<file path="config.mk">
export PLATFORM = sky130hd
export DESIGN_NAME = spi_16bit_interface
export DESIGN_NICKNAME = d
export VERILOG_FILES = /design/src/rtl/spi_16bit_interface.sv
export SDC_FILE = /design/constraint.sdc
export NUM_CORES = 1
export LEC_CHECK = 0
export ABC_AREA = 1
export CAP_MARGIN = 0
export CORE_MARGIN = 4
export CORE_UTILIZATION = 54
export CTS_BUF_LIST = sky130_fd_sc_hd__clkbuf_16
export DETAILED_ROUTE_END_ITERATION = 16
export HOLD_SLACK_MARGIN = 0.05
export MAX_ROUTING_LAYER = met4
export PLACE_DENSITY = 0.79
export SLEW_MARGIN = 0
export SYNTH_ARGS = -nofsm -noshare
export SYNTH_HDL_FRONTEND = slang
export SYNTH_SLANG_ARGS = --single-unit
</file>
<file path="constraint.sdc">
create_clock -name clk -period 1.7 [get_ports clk]
set_clock_uncertainty 0.1 [all_clocks]
set_input_delay 0.17 -clock clk [delete_from_list [all_inputs] [get_ports clk]]
set_output_delay 0.17 -clock clk [all_outputs]
set_load 0.02 [all_outputs]
</file>
<file path="src/rtl/spi_16bit_interface.sv">
// Mode-3 SPI master running one 16-bit full-duplex frame per start request (ADXL345 framing).
// Build option SPI_LOOPBACK_EN: receive path samples the internal mosi instead of the miso pin.
module spi_16bit_interface #(
   parameter int CLK_DIV = 10
) (
   input  logic        clk,
   input  logic        rst_n,
   input  logic        start,
   input  logic [15:0] tx_data,
   output logic [15:0] rx_data,
   output logic        busy,
   output logic        done,
   output logic        sclk,
   output logic        cs_n,
   output logic        mosi,
   input  logic        miso
);

   // state   | meaning
   // S_IDLE  | waiting for start, cs_n high, sclk high
   // S_LOAD  | tx word captured, cs_n drops on the next edge
   // S_SETUP | cs_n low, sclk high for one half-period before the first falling edge
   // S_SHIFT | 16 bit periods, low half then high half, miso sampled on the rise
   // S_HOLD  | sclk high, cs_n low for one half-period after the last rise
   // S_GAP   | cs_n high, still busy, enforces minimum deselect time
   typedef enum logic [2:0] {
      S_IDLE,
      S_LOAD,
      S_SETUP,
      S_SHIFT,
      S_HOLD,
      S_GAP
   } state_t;

   localparam int CW = (CLK_DIV > 1) ? $clog2(CLK_DIV) : 1;
   localparam logic [CW-1:0] CNT_LAST = CW'(CLK_DIV - 1);

   state_t      state_q, state_d;
   logic [CW-1:0] cnt_q, cnt_d;
   logic [3:0]  bit_q, bit_d;
   logic        phase_q, phase_d;
   logic [15:0] tx_sh_q, tx_sh_d;
   logic [15:0] rx_sh_q, rx_sh_d;
   logic [15:0] rx_data_q, rx_data_d;
   logic        busy_q, busy_d;
   logic        done_q, done_d;
   logic        sclk_q, sclk_d;
   logic        cs_n_q, cs_n_d;
   logic        mosi_q, mosi_d;
   logic        cnt_last;
   logic        rx_bit;

`ifdef SPI_LOOPBACK_EN
   assign rx_bit = mosi_q;
`else
   assign rx_bit = miso;
`endif

   assign cnt_last = (cnt_q == CNT_LAST);

   always_comb begin
      state_d   = state_q;
      cnt_d     = cnt_q;
      bit_d     = bit_q;
      phase_d   = phase_q;
      tx_sh_d   = tx_sh_q;
      rx_sh_d   = rx_sh_q;
      rx_data_d = rx_data_q;
      busy_d    = busy_q;
      done_d    = 1'b0;
      sclk_d    = sclk_q;
      cs_n_d    = cs_n_q;
      mosi_d    = mosi_q;

      case (state_q)
         S_IDLE: begin
            if (start && !busy_q) begin
               tx_sh_d = tx_data;
               state_d = S_LOAD;
            end
         end

         S_LOAD: begin
            cs_n_d  = 1'b0;
            busy_d  = 1'b1;
            mosi_d  = tx_sh_q[15];
            rx_sh_d = '0;
            cnt_d   = '0;
            state_d = S_SETUP;
         end

         S_SETUP: begin
            if (cnt_last) begin
               cnt_d   = '0;
               sclk_d  = 1'b0;
               phase_d = 1'b0;
               bit_d   = 4'd15;
               state_d = S_SHIFT;
            end else begin
               cnt_d = cnt_q + CW'(1);
            end
         end

         S_SHIFT: begin
            if (!cnt_last) begin
               cnt_d = cnt_q + CW'(1);
            end else begin
               cnt_d = '0;
               if (!phase_q) begin
                  sclk_d  = 1'b1;
                  phase_d = 1'b1;
                  rx_sh_d = {rx_sh_q[14:0], rx_bit};
               end else if (bit_q == 4'd0) begin
                  state_d = S_HOLD;
               end else begin
                  // First falling edge needs no update: mosi already holds bit 15.
                  sclk_d  = 1'b0;
                  phase_d = 1'b0;
                  bit_d   = bit_q - 4'd1;
                  tx_sh_d = {tx_sh_q[14:0], 1'b0};
                  mosi_d  = tx_sh_q[14];
               end
            end
         end

         S_HOLD: begin
            if (cnt_last) begin
               cnt_d     = '0;
               cs_n_d    = 1'b1;
               rx_data_d = rx_sh_q;
               done_d    = 1'b1;
               mosi_d    = 1'b0;
               state_d   = S_GAP;
            end else begin
               cnt_d = cnt_q + CW'(1);
            end
         end

         S_GAP: begin
            if (cnt_last) begin
               cnt_d   = '0;
               busy_d  = 1'b0;
               state_d = S_IDLE;
            end else begin
               cnt_d = cnt_q + CW'(1);
            end
         end

         default: begin
            state_d = S_IDLE;
         end
      endcase
   end

   always_ff @(posedge clk) begin
      if (!rst_n) begin
         state_q   <= S_IDLE;
         cnt_q     <= '0;
         bit_q     <= '0;
         phase_q   <= 1'b0;
         tx_sh_q   <= '0;
         rx_sh_q   <= '0;
         rx_data_q <= '0;
         busy_q    <= 1'b0;
         done_q    <= 1'b0;
         sclk_q    <= 1'b1;
         cs_n_q    <= 1'b1;
         mosi_q    <= 1'b0;
      end else begin
         state_q   <= state_d;
         cnt_q     <= cnt_d;
         bit_q     <= bit_d;
         phase_q   <= phase_d;
         tx_sh_q   <= tx_sh_d;
         rx_sh_q   <= rx_sh_d;
         rx_data_q <= rx_data_d;
         busy_q    <= busy_d;
         done_q    <= done_d;
         sclk_q    <= sclk_d;
         cs_n_q    <= cs_n_d;
         mosi_q    <= mosi_d;
      end
   end

   assign rx_data = rx_data_q;
   assign busy    = busy_q;
   assign done    = done_q;
   assign sclk    = sclk_q;
   assign cs_n    = cs_n_q;
   assign mosi    = mosi_q;

endmodule

</file>
; ---- Yosys cells after proc, flatten, opt, wreduce, memory -nomap -nowiden
; Index checks and enable logic that the tools add are counted.
[word_totals]
ff_bits = 65
latchBits = 0
ram_bits = 0
mem_bits_ro = 0
inputBits = 20
output_inout_bits = 21
elab_cells = 93
n_memories = 0
[classes]
add_sub_neg = 2
multipliers = 0
div = 0
order_cmp = 0
n_eq_ne = 16
shifts = 0
n_mux = 40
bitwise_logic = 0
reduce_logical = 23
[op_table]
columns = cell, count
row1 = 2-to-1 mux 16 bit, 6
row2 = case mux 16 bit (2 select lines), 2
row3 = 2-to-1 mux 3 bit, 7
row4 = 2-to-1 mux 4 bit, 5
row5 = "inequality test 2 bit, second input constant", 9
row6 = case mux 3 bit (6 select lines), 1
row7 = case mux 4 bit (2 select lines), 2
row8 = AND reduction 5 bit, 3
row9 = 2-to-1 mux 1 bit, 12
row10 = nonzero test 2 bit, 6
row11 = case mux 1 bit (2 select lines), 4
row12 = AND reduction 2 bit, 4
row13 = AND reduction 7 bit, 1
row14 = "equality test 3 x 2 -> 1 bit, second input constant", 2
row15 = "equality test 3 bit, second input constant", 2
row16 = AND reduction 3 bit, 2
row17 = "adder 4 x 1 -> 4 bit, second input constant", 1
row18 = "equality test 4 bit, second input constant", 1
row19 = logical NOT 4 bit, 1
row20 = AND reduction 4 bit, 1
row21 = OR reduction 4 bit, 1
row22 = "subtractor 4 x 1 -> 4 bit, second input constant", 1
row23 = "equality test 3 x 1 -> 1 bit, second input constant", 1
row24 = logical NOT 3 bit, 1
row25 = 5 further kinds, 5

; ---- Logic depth before layout (Yosys ltp)
; Gate-level depths: netlist (run 1).
[logic_depth]
depth_word = 5
depth_mapped = 11
mapped_depth_nobuf = 10

; ---- Worst setup path after synthesis (run 1)
; OpenSTA, ideal clock, no wires.
[synth_path]
path_type = reg-to-reg
from = register cnt_q[0]
to = register tx_sh_q[10]
setup_ns = 0.113
t_arrival_ns = 1.302
required_time_ns = 1.487
setup_slack_ns = 0.185
path_stages_with_launch = 11
path_buffers = 1
period_less_slack_ns = 1.515
cell_sequence = dfxtp_1 > inv_1 > nor2_1 > nand2_1 > nand2_1 > nand2_1 > nor2_4 > buf_4 > nand2_1 > nand2_1 > nor2_1
[synth_between]
elab_chain_cells = 3
[synth_lines]
columns = item, line_no
row1 = from (decl), 39  ; logic [CW-1:0] cnt_q, cnt_d;
row2 = from (signal assigned), 171  ; cnt_q <= cnt_d;
row3 = equality test 4 bit, 59  ; assign cnt_last = (cnt_q == CNT_LAST);
row4 = inequality test 2 bit (no line), -
row5 = AND reduction 5 bit (no line), -
row6 = to (signal assigned), 174  ; tx_sh_q <= tx_sh_d;
row7 = to (decl), 42  ; logic [15:0] tx_sh_q, tx_sh_d;
; No other way between the ends.
; A chain may end at the register's enable or synchronous reset.

; ---- Worst setup path in the final report (run 1)
[layout_path]
from = register bit_q[0]
to = register tx_sh_q[15]
[layout_between]
elab_chain_cells = 3
[layout_lines]
columns = item, line_no
row1 = from (decl), 40  ; logic [3:0] bit_q, bit_d;
row2 = from (signal assigned), 172  ; bit_q <= bit_d;
row3 = logical NOT 4 bit, 113  ; end else if (bit_q == 4'd0) begin
row4 = inequality test 2 bit (no line), -
row5 = AND reduction 5 bit (no line), -
; No other way between the ends.

==> results.sh, run 1 <==
export IMPL_slew_headroom_pct=77.91
export IMPL_timing_rr_end="tx_sh_q[15]$_SDFFE_PN0P_"
export IMPL_n_antenna_cell=0
export IMPL_power_uw=6453
export IMPL_synth_largest_area_cell="dfxtp_1"
export IMPL_synthCells=452
export IMPL_hold_slack_ps=343.7
export IMPL_synth_fp_nets=473
export IMPL_globalRouteMet2Util_pct=33.55
export IMPL_hold_depth=2
export IMPL_wirelength_um=6890
export IMPL_grt_busiest_layer="met2"
export IMPL_cts_buffers=9
export IMPL_final_cell_area_um2=3911
export IMPL_drcViolationCount=0
export IMPL_fmax_ghz=0.5963
export IMPL_synth_area_um2=2914
export IMPL_die_y_um=81.46
export IMPL_nets=527
export IMPL_die_w_um=81.46
export IMPL_cts_path_max_buffers=2
export IMPL_drt_iter0_drc=133
export IMPL_critPathLaunchType="register"
export IMPL_hold_start="rx_data[9]$_SDFFE_PN0P_"
export IMPL_yosysSeqAreaShare_pct=44.65
export IMPL_path_class="register to register"
export IMPL_globalRouteMet1Util_pct=24.71
export IMPL_synth_seq_cells=65
export IMPL_place_hpwl_um=4100
export IMPL_cp_required_ps=1850
export IMPL_drv_cap=0
export IMPL_finalHoldViolCount=0
export IMPL_gp_congestion=0.9053
export IMPL_grt_max_degree=33
export IMPL_io_buffers=40
export IMPL_final_common_cell="nand2_1"
export IMPL_seqPwrFrac_pct=33.6
export IMPL_yosysUniqueCellTypes=28
export IMPL_crit_fanout=8
export IMPL_grt_pass1_wl_um=10470
export IMPL_areaGrowthSynthToFinish_pct=34.22
export IMPL_arrival_ps=1820
export IMPL_ys_warn_count=0
export IMPL_synth_area_top_cells="dfxtp_1 (45%), nand2_1 (22%), nor2_1 (12%)"
export IMPL_end_kind="register"
export IMPL_via_count=2914
export IMPL_ir_worst_vdd_v=0.001335
export IMPL_cts_root_buf="clkbuf_16"
export IMPL_drv_slew=0
export IMPL_p_clk_share_pct=29.0
export IMPL_coreArea_um2=5172
export IMPL_timing_final_crit_share_pct=98.64
export IMPL_worst_pin_slew_ps=329.5
export IMPL_wl_per_cell_um=11.88
export IMPL_syn_area_per_cell_um2=6.447
export IMPL_layout_common_cells="nand2_1 (165), nor2_1 (87), dfxtp_1 (60)"
export IMPL_clk_latency_ps=320
export IMPL_layout_min_cycle_time_ps=1677
export IMPL_die_area_um2=6636
export IMPL_place_area_um2=3453
export IMPL_p_int_uw=4192
export IMPL_yosysTopAreaCellShare_pct=44.65
export IMPL_regToRegStartpoint="bit_q[0]$_SDFFE_PN0P_"
export IMPL_ios=41
export IMPL_cts_num_sinks=65
export IMPL_setup_violations=0
export IMPL_hold_class="register to register"
export IMPL_fillers=392
export IMPL_pwr_share_comb_pct=37.4
export IMPL_cts_tree="built"
export IMPL_track_usage_pct=20.70
export IMPL_p_leak_uw=0.001850
export IMPL_reg2regPathDepth=10
export IMPL_via_per_inst=5.024
export IMPL_grt_pass1_vias=2525
export IMPL_rrSetupSlack_ps=20
export IMPL_antenna_found_initial=0
export IMPL_clkTransAtPathRegs_ps=50
export IMPL_run_status="completed"
export IMPL_overflow=0
export IMPL_core_rowCount=26
export IMPL_dr_pass1_iters=4
export IMPL_initial_core_util_pct=56.34
export IMPL_final_antenna_net_count=0
export IMPL_use_met3_pct=3.728
export IMPL_cp_startpoint="bit_q[0]$_SDFFE_PN0P_"
export IMPL_layout_drive_gt1_share_pct=12.35
export IMPL_power_density_nw_per_um2=1650
export IMPL_p_sw_share_pct=35.04
export IMPL_holdPathEnd="rx_data[9]$_SDFFE_PN0P_"
export IMPL_cts_htree_levels=3
export IMPL_p_switching_uw=2261
[cells by family after synthesis]
group,share of synthesized area (%)
buf+inv,8.674
fa+ha+maj,0.4293
flops,44.65
compound gates,7.429
xor+xnor,0.3006
simple gates,38.51
[cell type report]
type | instances | area, um^2 | area share [%]
clock inverters | 6 | 75.07 | 1.919
multi-input cells | 324 | 1415 | 36.18
well taps | 70 | 87.58 | 2.239
repair buffers | 59 | 619.3 | 15.83
clock buffers | 9 | 225.2 | 5.758
inverters | 47 | 176.4 | 4.511
flip-flops and latches | 65 | 1313 | 33.56
[worst max-delay path, stage by stage (launching register included)]
cell	delay, ps
dfxtp_2	330
inv_2	50
ha_4	160
nand3_2	90
nand2_2	60
nand2_2	100
nand2_2	70
nor2_4	250
clkbuf_16	210
nor2_1	40
nor2_1	120
[power groups by stage]
| stage | logic (uW) | clock network (uW) | registers, uW |
|---|---|---|---|
| 6_report | 2420 | 1870 | 2170 |
| 5_1_grt | 2730 | 1950 | 2210 |
| 4_1_cts | 2070 | 1870 | 2140 |
| 3_5_place_dp | 2030 | 0 | 2160 |
| 3_3_place_gp | 1970 | 0 | 2150 |
| 2_1_floorplan | 1500 | 0 | 2140 |
[metal layers]
layer	share of wire, %	wire [um]
met1	44	3017
met2	48	3324
met3	5.8	398
met4	2.2	149
met5	0	0
[flip-flops by register name, summed over array words and instances (netlist names), 3 cells and up]
signal,count
rx_data,16
rx_sh_q,16
tx_sh_q,16
bit_q,4
cnt_q,4
state_q,3
[timing repair]
action,in CTS,in global routing
endpoints found under the setup margin,2,33
pin swaps,0,4
hold buffers,0,0
setup buffers,0,4
cloned,0,3
gates resized for setup,1,26
[cell usage after synthesis (all sizes together)]
cell type	count
nand4	2
o31ai	1
ha	1
buf	9
dfxtp	65
o211a	1
nand3	11
nor3	3
or2	1
clkbuf	7
a21oi	8
nand2	172
clkinv	1
o21ai	28
xor2	1
nand3b	2
nor2	92
a211oi	1
inv	46
[worst max path at each step]
stage                                           to  slack [ps]
after global routing       tx_sh_q[5]$_SDFFE_PN0P_         -60
after detailed placement     bit_q[3]$_SDFFE_PN0P_          30
final                     tx_sh_q[15]$_SDFFE_PN0P_          20
after CTS                  tx_sh_q[6]$_SDFFE_PN0P_         0.6
after global placement       bit_q[2]$_SDFFE_PN0P_          60
after floorplan           tx_sh_q[10]$_SDFFE_PN0P_         190
[per-stage QoR]
stage | setup slack (ps) | utilization [%] | TNS (ps) | cells
after global placement | 60.52 | 66.76 | 0 | 558
after global routing | -57.46 | 75.62 | -844.6 | 580
final | 23.11 | 75.62 | 0 | 580
after CTS | 0.6047 | 72.62 | 0 | 573
after floorplan | 185.0 | - | 0 | 452
after detailed placement | 25.60 | 66.76 | 0 | 558
Note: power is estimated with default switching activity, not from simulation.
==> run 2: changes to the inputs <==
--- a/config.mk
+++ b/config.mk
@@ -8,12 +8,12 @@
 export ABC_AREA = 1
 export CAP_MARGIN = 0
 export CORE_MARGIN = 4
-export CORE_UTILIZATION = 54
-export CTS_BUF_LIST = sky130_fd_sc_hd__clkbuf_16
+export CORE_UTILIZATION = 56
+export CTS_BUF_LIST = sky130_fd_sc_hd__clkbuf_2 sky130_fd_sc_hd__clkbuf_4 sky130_fd_sc_hd__clkbuf_8
 export DETAILED_ROUTE_END_ITERATION = 16
 export HOLD_SLACK_MARGIN = 0.05
 export MAX_ROUTING_LAYER = met4
-export PLACE_DENSITY = 0.79
+export PLACE_DENSITY = 0.82
 export SLEW_MARGIN = 0
 export SYNTH_ARGS = -nofsm -noshare
 export SYNTH_HDL_FRONTEND = slang
==> run 2 against run 1 <==
Compared with the run above:
- critical endpoint is now tx_sh_q[7]$_SDFFE_PN0P_
- cell count is 0.17% higher
- largest power group unchanged
- via count fell by 0.89%
- first-iteration DRC count is 25% higher
==> results.sh, run 2 (same netlist as run 1, synthesis figures left out) <==
export IMPL_run_status="completed"
export IMPL_slew_headroom_pct=76.32
export IMPL_crit_fanout=8
export IMPL_io_buffers=40
export IMPL_regToRegStartpoint="bit_q[1]$_SDFFE_PN0P_"
export IMPL_cp_required_ps=1870
export IMPL_power_density_nw_per_um2=1542
export IMPL_place_hpwl_um=4204
export IMPL_hold_slack_ps=343.8
export IMPL_hold_start="sclk$_SDFFE_PN1P_"
export IMPL_finalHoldViolCount=0
export IMPL_layout_common_cells="nand2_1 (166), nor2_1 (88), dfxtp_1 (60)"
export IMPL_path_class="register to register"
export IMPL_cts_tree="built"
export IMPL_n_antenna_cell=0
export IMPL_via_per_inst=4.971
export IMPL_cts_root_buf="clkbuf_8"
export IMPL_die_y_um=80.14
export IMPL_fin_cells=581
export IMPL_cts_buffers=9
export IMPL_clk_latency_ps=340
export IMPL_layout_drive_gt1_share_pct=12.84
export IMPL_track_usage_pct=20.67
export IMPL_drv_slew=0
export IMPL_setup_violations=0
export IMPL_setup_tns_final_ps=0
export IMPL_cts_path_max_buffers=2
export IMPL_initial_core_util_pct=59.72
export IMPL_place_area_um2=3430
export IMPL_hold_class="register to register"
export IMPL_drv_cap=0
export IMPL_end_kind="register"
export IMPL_grt_pass1_wl_um=10130
export IMPL_drcViolationCount=0
export IMPL_p_leak_uw=0.001823
export IMPL_clkTransAtPathRegs_ps=70
export IMPL_cts_num_sinks=65
export IMPL_dp_cells=554
export IMPL_die_w_um=80.14
export IMPL_critPathLaunchType="register"
export IMPL_grt_pass1_vias=2451
export IMPL_nets=530
export IMPL_areaGrowthSynthToFinish_pct=30.49
export IMPL_overflow=0
export IMPL_ios=41
export IMPL_cp_startpoint="bit_q[1]$_SDFFE_PN0P_"
export IMPL_final_antenna_net_count=0
export IMPL_ir_worst_vdd_v=0.001063
export IMPL_via_count=2888
export IMPL_gp_congestion=0.9468
export IMPL_grt_max_degree=33
export IMPL_fmax_ghz=0.5941
export IMPL_timing_final_crit_share_pct=99.02
export IMPL_ctsHoldBuffers=0
export IMPL_dr_pass1_iters=4
export IMPL_wl_per_cell_um=11.68
export IMPL_arrival_ps=1850
export IMPL_layout_min_cycle_time_ps=1683
export IMPL_die_area_um2=6422
export IMPL_coreArea_um2=4880
export IMPL_core_rowCount=25
export IMPL_worst_pin_slew_ps=353.3
export IMPL_wirelength_um=6784
export IMPL_fillers=375
export IMPL_final_cell_area_um2=3802
export IMPL_antenna_found_initial=0
export IMPL_drt_iter0_drc=166
export IMPL_cts_htree_levels=3
export IMPL_final_common_cell="nand2_1"
-- run 2: area by class of cell --
cell class / count / area, um^2 / share of cell area (%)
clock buffers: 13 / 160.2 / 4.212
clock inverters: 3 / 40.04 / 1.053
inverters: 47 / 176.4 / 4.640
multi-input cells: 324 / 1400 / 36.82
flip-flops and latches: 65 / 1313 / 34.52
well taps: 67 / 83.83 / 2.205
repair buffers: 62 / 629.4 / 16.55
-- run 2: routing by layer --
layer | global-route usage, % | up-vias | part of all wire, %
met5 | - | - | 0
met4 | 12.33 | 0 | 2.5
met3 | 4.821 | 17 | 6.9
met2 | 33.28 | 111 | 49
met1 | 23.37 | 1266 | 42
li1 | - | 1494 | -
-- run 2: worst paths after layout --
kind / depth (start not counted) / to / slack, ps
hold / removal: 2 / sclk$_SDFFE_PN1P_ / 340
setup reg to reg: 10 / tx_sh_q[7]$_SDFFE_PN0P_ / 20
hold reg to reg: 2 / sclk$_SDFFE_PN1P_ / 340
setup / recovery: 10 / tx_sh_q[7]$_SDFFE_PN0P_ / 20
-- run 2: repair_timing --
action,CTS,global route
cloned,0,3
resized for setup,1,21
endpoints found under the setup margin,4,23
buffers inserted,0,8
pin swaps,0,5
-- run 2: critical path, cell delays in order, from the launching register on --
cell and delay (ps):
dfxtp_2 330, inv_2 40, ha_2 190, nand3_2 90, nand2_2 60, nand2_2 110, nand2_2 70, nor2_4 230
clkbuf_16 200, nor2_1 40, nor2_1 140
-- run 2: stage by stage --
| stage | setup slack, ps | total power, uW | utilization, % |
|---|---|---|---|
| global route | -100.9 | 6287 | 77.92 |
| floorplan | 185.0 | 3639 | - |
| global placement | 45.98 | 4076 | 70.28 |
| CTS | 28.90 | 5484 | 74.44 |
| finish | 16.73 | 5863 | 77.92 |
| detailed placement | 5.280 | 4167 | 70.28 |
-- run 2: power by group --
part / switching, uW / leakage [uW] / total [uW] / internal [uW]
combinational: 1380 / 0.00118 / 2390 / 1010
clock: 550 / 0.000108 / 1310 / 762
sequential: 247 / 0.000534 / 2160 / 1910
total: 2180 / 0.00182 / 5860 / 3680
